**src/rtl/btn_event_classifier_pkg.sv**
```systemverilog
// Shared types and helpers for the button event classifier.
// Combinational helpers only; no timing or flow control involved.
package btn_evt_pkg;

    typedef enum logic [2:0] {
        ST_IDLE   = 3'd0,
        ST_PRESS1 = 3'd1,
        ST_GAP    = 3'd2,
        ST_PRESS2 = 3'd3,
        ST_LONG   = 3'd4
    } btn_evt_state_t;

    // Clock cycles that make up one millisecond tick, never less than one.
    function automatic int MS_PER_TICK(input int clk_freq_hz);
        return (clk_freq_hz / 1000 < 1) ? 1 : clk_freq_hz / 1000;
    endfunction

    function automatic int max_ms(input int a, input int b);
        return (a > b) ? a : b;
    endfunction

endpackage

```
**src/rtl/btn_event_classifier_ms_timer.sv**
```systemverilog
// Millisecond timer: prescaler plus elapsed_ms counter saturating at MAX_MS.
// clear takes effect on the next edge; elapsed_ms steps once per TICK_CYCLES; no backpressure.
module ms_timer #(
    parameter int TICK_CYCLES = 50_000,
    parameter int MAX_MS      = 1000,
    localparam int PW = (TICK_CYCLES > 1) ? $clog2(TICK_CYCLES) : 1,
    localparam int MW = $clog2(MAX_MS + 1)
) (
    input  logic          clk,
    input  logic          rst,
    input  logic          clear,
    output logic [MW-1:0] elapsed_ms
);

    logic [PW-1:0] presc;

    always_ff @(posedge clk) begin
        if (rst || clear) begin
            presc      <= '0;
            elapsed_ms <= '0;
        end else if (presc == PW'(TICK_CYCLES - 1)) begin
            presc <= '0;
            if (elapsed_ms != MW'(MAX_MS))
                elapsed_ms <= elapsed_ms + 1'b1;
        end else begin
            presc <= presc + 1'b1;
        end
    end

endmodule

```
**src/rtl/btn_event_classifier.sv**
```systemverilog
// Turns a debounced button level into press/release/click/double/long pulses.
// Pulses are registered, one cycle after the sampling edge; no backpressure.
module btn_event_classifier
    import btn_evt_pkg::*;
#(
    parameter int CLK_FREQ_HZ   = 50_000_000,
    parameter int LONG_PRESS_MS = 1000,
    parameter int DOUBLE_GAP_MS = 300
) (
    input  logic clk,
    input  logic rst,
    input  logic db_in,
    output logic evt_press,
    output logic evt_release,
    output logic evt_click,
    output logic evt_double,
    output logic evt_long,
    output logic busy
);

    localparam int MAX_MS = max_ms(LONG_PRESS_MS, DOUBLE_GAP_MS);
    localparam int MW     = $clog2(MAX_MS + 1);

    btn_evt_state_t state, state_nxt;
    logic           db_q;
    logic           rise, fall;
    logic           clear;
    logic [MW-1:0]  elapsed_ms;
    logic           tmo_long, tmo_gap;
    logic           press_nxt, release_nxt, click_nxt, double_nxt, long_nxt;

    assign rise     = db_in & ~db_q;
    assign fall     = ~db_in & db_q;
    assign tmo_long = (elapsed_ms == MW'(LONG_PRESS_MS));
    assign tmo_gap  = (elapsed_ms == MW'(DOUBLE_GAP_MS));
    assign clear    = (state_nxt != state);
    assign busy     = (state != ST_IDLE);

    ms_timer #(
        .TICK_CYCLES (MS_PER_TICK(CLK_FREQ_HZ)),
        .MAX_MS      (MAX_MS)
    ) u_timer (
        .clk        (clk),
        .rst        (rst),
        .clear      (clear),
        .elapsed_ms (elapsed_ms)
    );

    // Edges are tested before timeouts so a coincident edge always wins.
    always_comb begin
        state_nxt   = state;
        press_nxt   = 1'b0;
        release_nxt = 1'b0;
        click_nxt   = 1'b0;
        double_nxt  = 1'b0;
        long_nxt    = 1'b0;
        case (state)
            ST_IDLE: begin
                if (rise) begin
                    state_nxt = ST_PRESS1;
                    press_nxt = 1'b1;
                end
            end
            ST_PRESS1: begin
                if (fall) begin
                    state_nxt   = ST_GAP;
                    release_nxt = 1'b1;
                end else if (tmo_long) begin
                    state_nxt = ST_LONG;
                    long_nxt  = 1'b1;
                end
            end
            ST_GAP: begin
                if (rise) begin
                    state_nxt = ST_PRESS2;
                    press_nxt = 1'b1;
                end else if (tmo_gap) begin
                    state_nxt = ST_IDLE;
                    click_nxt = 1'b1;
                end
            end
            ST_PRESS2: begin
                if (fall) begin
                    state_nxt   = ST_IDLE;
                    release_nxt = 1'b1;
                    double_nxt  = 1'b1;
                end else if (tmo_long) begin
                    state_nxt = ST_LONG;
                    long_nxt  = 1'b1;
                end
            end
            ST_LONG: begin
                if (fall) begin
                    state_nxt   = ST_IDLE;
                    release_nxt = 1'b1;
                end
            end
            default: state_nxt = ST_IDLE;
        endcase
    end

    // db_q resets high so a button held through reset must be released first.
    always_ff @(posedge clk) begin
        if (rst) begin
            state       <= ST_IDLE;
            db_q        <= 1'b1;
            evt_press   <= 1'b0;
            evt_release <= 1'b0;
            evt_click   <= 1'b0;
            evt_double  <= 1'b0;
            evt_long    <= 1'b0;
        end else begin
            state       <= state_nxt;
            db_q        <= db_in;
            evt_press   <= press_nxt;
            evt_release <= release_nxt;
            evt_click   <= click_nxt;
            evt_double  <= double_nxt;
            evt_long    <= long_nxt;
        end
    end

endmodule

```
**config.mk**
```make
export PLATFORM = sky130hd
export DESIGN_NAME = btn_event_classifier
export DESIGN_NICKNAME = d
export VERILOG_FILES = /design/src/rtl/btn_event_classifier_pkg.sv /design/src/rtl/btn_event_classifier_ms_timer.sv /design/src/rtl/btn_event_classifier.sv
export SDC_FILE = /design/constraint.sdc
export NUM_CORES = 1
export LEC_CHECK = 0
export ABC_CLOCK_PERIOD_IN_PS = 1920
export BUFFER_PORTS_ARGS = -buffer_cell sky130_fd_sc_hd__buf_2
export CAP_MARGIN = 25
export CORE_MARGIN = 2
export CORE_UTILIZATION = 25
export DETAILED_ROUTE_END_ITERATION = 10
export PLACE_DENSITY = 0.46
export SYNTH_ARGS = -nofsm -noshare
export SYNTH_HDL_FRONTEND = slang
export SYNTH_SLANG_ARGS = --single-unit
```
**constraint.sdc**
```tcl
create_clock -name clk -period 1.92 [get_ports clk]
set_input_delay 0.384 -clock clk [delete_from_list [all_inputs] [get_ports clk]]
set_output_delay 0.384 -clock clk [all_outputs]
set_load 0.03 [all_outputs]
```
# [Word-level counts from Yosys, hierarchy flattened]
# Index checks and enable logic that the tools add are counted.
[op_classes] mux=12 n_reduce_logical=13 add_sub_neg=2 bitwise_logic=9 eq_ne=9
[op_table] cell="two-way mux 3 bit" n=7
[op_table] cell="adder 16 x 1 -> 16 bit, second input constant" n=1
[op_table] cell="equality test 16 bit, second input constant" n=1
[op_table] cell="case mux 3 bit (5 select lines)" n=1
[op_table] cell="OR reduction 2 bit" n=6
[op_table] cell="adder 10 x 1 -> 10 bit, second input constant" n=1
[op_table] cell="equality test 10 bit, second input constant" n=1
[op_table] cell="equality test 10 x 9 -> 1 bit, second input constant" n=1
[op_table] cell="!= test 10 bit, second input constant" n=1
[op_table] cell="OR reduction 3 bit" n=3
[op_table] cell="NOT 1 bit" n=7
[op_table] cell="equality test 3 x 2 -> 1 bit, second input constant" n=2
[op_table] cell="two-way mux 1 bit" n=4
[op_table] cell="equality test 3 x 1 -> 1 bit, second input constant" n=1
[op_table] cell="equality test 3 bit, second input constant" n=1
[op_table] cell="logical NOT 3 bit" n=1
[op_table] cell="!= test 3 bit" n=1
[op_table] cell="nonzero test 3 bit" n=1
[op_table] cell="AND 1 bit" n=2
[op_table] cell="AND reduction 2 bit" n=1
[op_table] cell="logical OR 1 bit" n=1
[word_totals] wordCells=54 reg_bits=35 input_bits=3

# [Depth between registers and ports, before layout]
[logic_depth] word_depth=7 depth_mapped=9 mapped_depth_nobuf=7

# [Hierarchy]
# A second synthesis with hierarchy kept.
[unflattened] hier_cells=198 hier_area_um2=1669.1
[modules_own_cells] module="ms_timer" area_each_um2=1219.9 cells_per_inst=141 instances=1
[modules_own_cells] module="btn_event_classifier" area_each_um2=449.2 cells_per_inst=57 instances=1

# [Worst setup path after synthesis]
# Ideal clock, no wire load.
[synth_path] path_kind="reg-to-reg" startpoint="register u_timer.elapsed_ms[0]" endpoint="register u_timer.presc[6]" path_slack_ns=0.118 t_arrival_ns=1.727 setup_ns=0.075 synth_period_minus_slack_ns=1.802 stages_incl_launch_ff=10 required_ns=1.845 cell_sequence="dfxtp_1 -> inv_1 -> ha_1 -> and4b_4 -> a221oi_2 -> nor4_1 -> a211o_1 -> buf_6 -> buf_8 -> nor3_4"
[synth_between] elab_chain_len=7 word_cells_on_any_way=11 classes_between="eq/ne (3); mux (6); reduce/logical (2)"
[synth_lines] element="from (decl)" line="btn_event_classifier_ms_timer.sv:12" rtl="output logic [MW-1:0] elapsed_ms"
[synth_lines] element="from (signal assigned)" line="btn_event_classifier_ms_timer.sv:24" rtl="elapsed_ms <= elapsed_ms + 1'b1;"
[synth_lines] element="equality test 10 bit or equality test 10 x 9 -> 1 bit (tied branches)" line="btn_event_classifier.sv:34, btn_event_classifier.sv:35"
[synth_lines] element="two-way mux 3 bit, on equally long branches" line="btn_event_classifier.sv:68, btn_event_classifier.sv:87, btn_event_classifier.sv:77"
[synth_lines] element="two-way mux 3 bit, on equally long branches" line="btn_event_classifier.sv:83, btn_event_classifier.sv:65, btn_event_classifier.sv:74"
[synth_lines] element="case mux 3 bit (5 select lines) *" line="btn_event_classifier.sv:57" rtl="case (state)"
[synth_lines] element="!= test 3 bit *" line="btn_event_classifier.sv:36" rtl="assign clear = (state_nxt != state);"
[synth_lines] element="logical OR 1 bit *" line="btn_event_classifier_ms_timer.sv:18" rtl="if (rst || clear) begin"
[synth_lines] element="OR reduction 2 bit (no source line) *"
[synth_lines] element="to (signal assigned)" line="btn_event_classifier_ms_timer.sv:26" rtl="presc <= presc + 1'b1;"
[synth_lines] element="to (decl)" line="btn_event_classifier_ms_timer.sv:15" rtl="logic [PW-1:0] presc;"
# Mark *: on every way between the ends. The rest lies on a longest branch, timed or not.
# A chain may end at the register's enable or synchronous reset.

# [Worst setup path in the final report]
[layout_path] startpoint="register u_timer.elapsed_ms[0]" endpoint="register u_timer.presc[15]"
# Same word-level chain as after synthesis.

==> out/results.txt <==
Status: completed
RSZ-0062 raised after global routing: yes
Clock Tree Buf Depth: 2
Sequential share of power: 0.561
H-tree levels: 2
Drt wl/cell: 11.45 um
Hold-fix buffers, CTS: 0
Synth area leaders: dfxtp_1, xor2_1, nor2_1
Top FF cell, synth: dfxtp_1
Critical R2R Launch: u_timer.elapsed_ms[0]
CTS sink count: 35
Hold WC Path Type: primary input to flop
Total CTS buffers: 5
WP data arrival: 2.06 ns
Drt total wl: 3.206 mm
Syn_nets: 193
Worst-path clk slew: 0.08 ns
Post-synth EDFFs: 0
Max stage delay on crit path: 0.34 ns
Critical path, cell by cell: inv_1 -> ha_1 -> and4b_4 -> a221oi_2 -> nor4_1 -> a211o_1 -> buf_12 -> nor3_1
Nets: 208
Setup CP Type: flop to flop
Max Fanout on Critical Path: 26
Clk_skew: 0.01361 ns
Die span in y: 85.28 um
Setup TNS: 0 ns
Post-synthesis compound-gate area fraction: 0.04773
Max cap viols: 0
First-pass GRT wire length: 5.547 mm
Core area: 6386 um^2
Die footprint: 7273 um^2
DR pass1 iterations: 4
Largest family of logic cells by synthesized area: simple AND/OR/NAND/NOR gates
Seq cells post-synth: 35
Mean post-synth cell area: 8.832 um^2
Hold_sp: db_in
Final setup fails: 0
P_leak: 0.7127 nW
Critical Path Sink Type: flop
Area growth from synthesis to layout: 15.38%
Die X: 85.28 um
Placed wire-length estimate: 2.196 mm
# IOs: 9
Slew headroom: 0.7294
Share of cells above drive strength 1: 0.1576
Placed Area: 1807 um^2
Yosys top cell area share: 0.4242
Internal power: 1.017 mW
Vias in the first global route: 1236
Placer congestion estimate: 0.7068
I/O Buffers: 8
Mux contribution to synthesized area: 0
Antenna viol nets, final: 0
Synth warn: 0
Final Util: 0.2984
Total vias in the final route: 1293
Pin count of the biggest net entering global routing: 27
Seq/Total Area, Yosys: 0.4242
Largest Register: u_timer.presc
N_diodes: 0
Slowest cell on crit path: dfxtp_2
Worst Reg2Reg Path Length in Cells: 8
R2r endpoint: u_timer.presc[15]
Post-synth top cells: dfxtp_1, nor2_1, xor2_1
R2R setup slack: 0.06 ns
Yosys top cell by area: dfxtp_1
Worst Path Required: 2.12 ns
CP Launch Type: flop
Buffers & Inverters on Critical Path: 2
Post-route minimum period: 1.863 ns
Fin. Hold Viols: 0
Tcrit/Tclk final: 0.9706
Sw Ratio: 0.2319
Starting Density: 0.2586
Global Route Usage Sum: 0.09267
Worst VDD drop: 0.3066 mV
Biggest regs: u_timer.presc x16, u_timer.elapsed_ms x10, state x3
Initial DRC count: 84
Post-synthesis cell area: 1652 um^2
Hold endpoint: db_q
Most common cell in the synthesized netlist: dfxtp_1
Initial antenna violation count: 0
Combinational share of power: 0.053
Row cnt: 29
Ys async rst share: 0
Worst-Margin Slew: 0.4003 ns
Root Driver: clkbuf_8
Hold Path Stages: 3
CTS tree: built
Mapped Cells: 187
Worst skew pair latency: 0.28 ns
Synth Area in XOR/XNOR: 0.1167
Fmax: 536.6 MHz
Simple-Gate Fraction of Synth Area: 0.3447
Crit-path leading delay family: compound AO/OA/AOI/OAI gates
Pwr Density: 694.9 nW/um^2
Clock Power Share: 0.387
Post-synthesis cell type count: 36
Slew Viols, Final: 0
DRC: 0
Grt total ovfl: 0
Final Cell Area: 1906 um^2
Max reg flops: 16
Switch Pwr: 307.1 uW
Vias/cell: 4.618
Adder-cell share of the synthesized area: 0.02273
[worst max path at each step]
| stage | start | end | slack, ns | cells after the start |
|---|---|---|---|---|
| 2_1_floorplan | u_timer.elapsed_ms[0] | u_timer.presc[6] | 0.12 | 9 |
| 3_3_place_gp | u_timer.elapsed_ms[0] | u_timer.presc[14] | 0.12 | 8 |
| 3_5_place_dp | u_timer.elapsed_ms[0] | u_timer.presc[9] | 0.06 | 8 |
| 4_1_cts | u_timer.elapsed_ms[0] | u_timer.presc[4] | 0.03 | 8 |
| 5_1_grt | u_timer.elapsed_ms[0] | u_timer.presc[15] | -0.04 | 8 |
| 6_report | u_timer.elapsed_ms[0] | u_timer.presc[15] | 0.06 | 8 |
[layout make-up]
cell class	instances	area (um^2)
Multi-Input combinational cell	139	893.4
Fill cell	685	4481
Clock inverter	1	5.005
Clock buffer	7	76.32
Sequential cell	35	703.2
Tap cell	77	96.34
Timing Repair Buffer	16	112.6
Inverter	5	18.77
[routing by layer]
metal / routed length (um) / vias up / track usage
met5: 0 / - / 0
met4: 12 / 0 / 0.01876
met3: 106 / 2 / 0.02918
met1: 1692 / 591 / 0.1309
li1: - / 678 / -
met2: 1393 / 22 / 0.1392
[tightest hold or removal path, stage by stage]
cell	delay [ns]
buf_2	0.11
nor2_1	0.06
inv_1	0.04
[timing repair]
item                                    in CTS  in global routing
gates resized for setup                      0                  5
endpoints found under the setup margin       0                 12
hold endpoints to repair                     0                  0
buffers inserted                             0                  0
[stage by stage]
step / std cells / power (mW) / hold WS, ns / setup WS [ns]
2_1_floorplan: 187 / 0.8115 / 0.4521 / 0.1179
3_3_place_gp: 272 / 0.8286 / 0.4774 / 0.1172
3_5_place_dp: 272 / 0.8280 / 0.4842 / 0.06018
4_1_cts: 280 / 1.353 / 0.3294 / 0.03167
5_1_grt: 280 / 1.396 / 0.3473 / -0.04136
6_report: 280 / 1.324 / 0.3339 / 0.05651
[placed cells by master (no fill, tap or decap), drive strengths merged]
cell,instances
a211o,1
a211oi,2
a21oi,5
a221oi,1
and2,2
and3,8
and3b,1
and4,4
and4b,2
buf,16
clkbuf,7
clkinv,1
dfxtp,35
ha,3
inv,5
nand2,13
nand2b,2
nand3,11
nand4,7
nand4b,1
nor2,27
nor2b,2
nor3,12
nor3b,2
nor4,3
nor4b,4
o21ai,3
or3,1
xnor2,6
xor2,16
[power groups by stage]
stage               sequential (mW)  clock (mW)  combinational (mW)
global placement              0.759           0              0.0697
CTS                           0.742       0.542              0.0692
finish                        0.742       0.512              0.0699
detailed placement            0.759           0              0.0692
global route                  0.744       0.575              0.0775
floorplan                     0.759           0              0.0527
[cells by family after synthesis]
group	count (synthesis)
xor gates and xnor gates	22
adders and majority gates	3
buffers and inverters	13
and+or+nand+nor	102
AOI/OAI and AO/OA	12
DFF	35
Note: power is estimated with default switching activity, not from simulation.
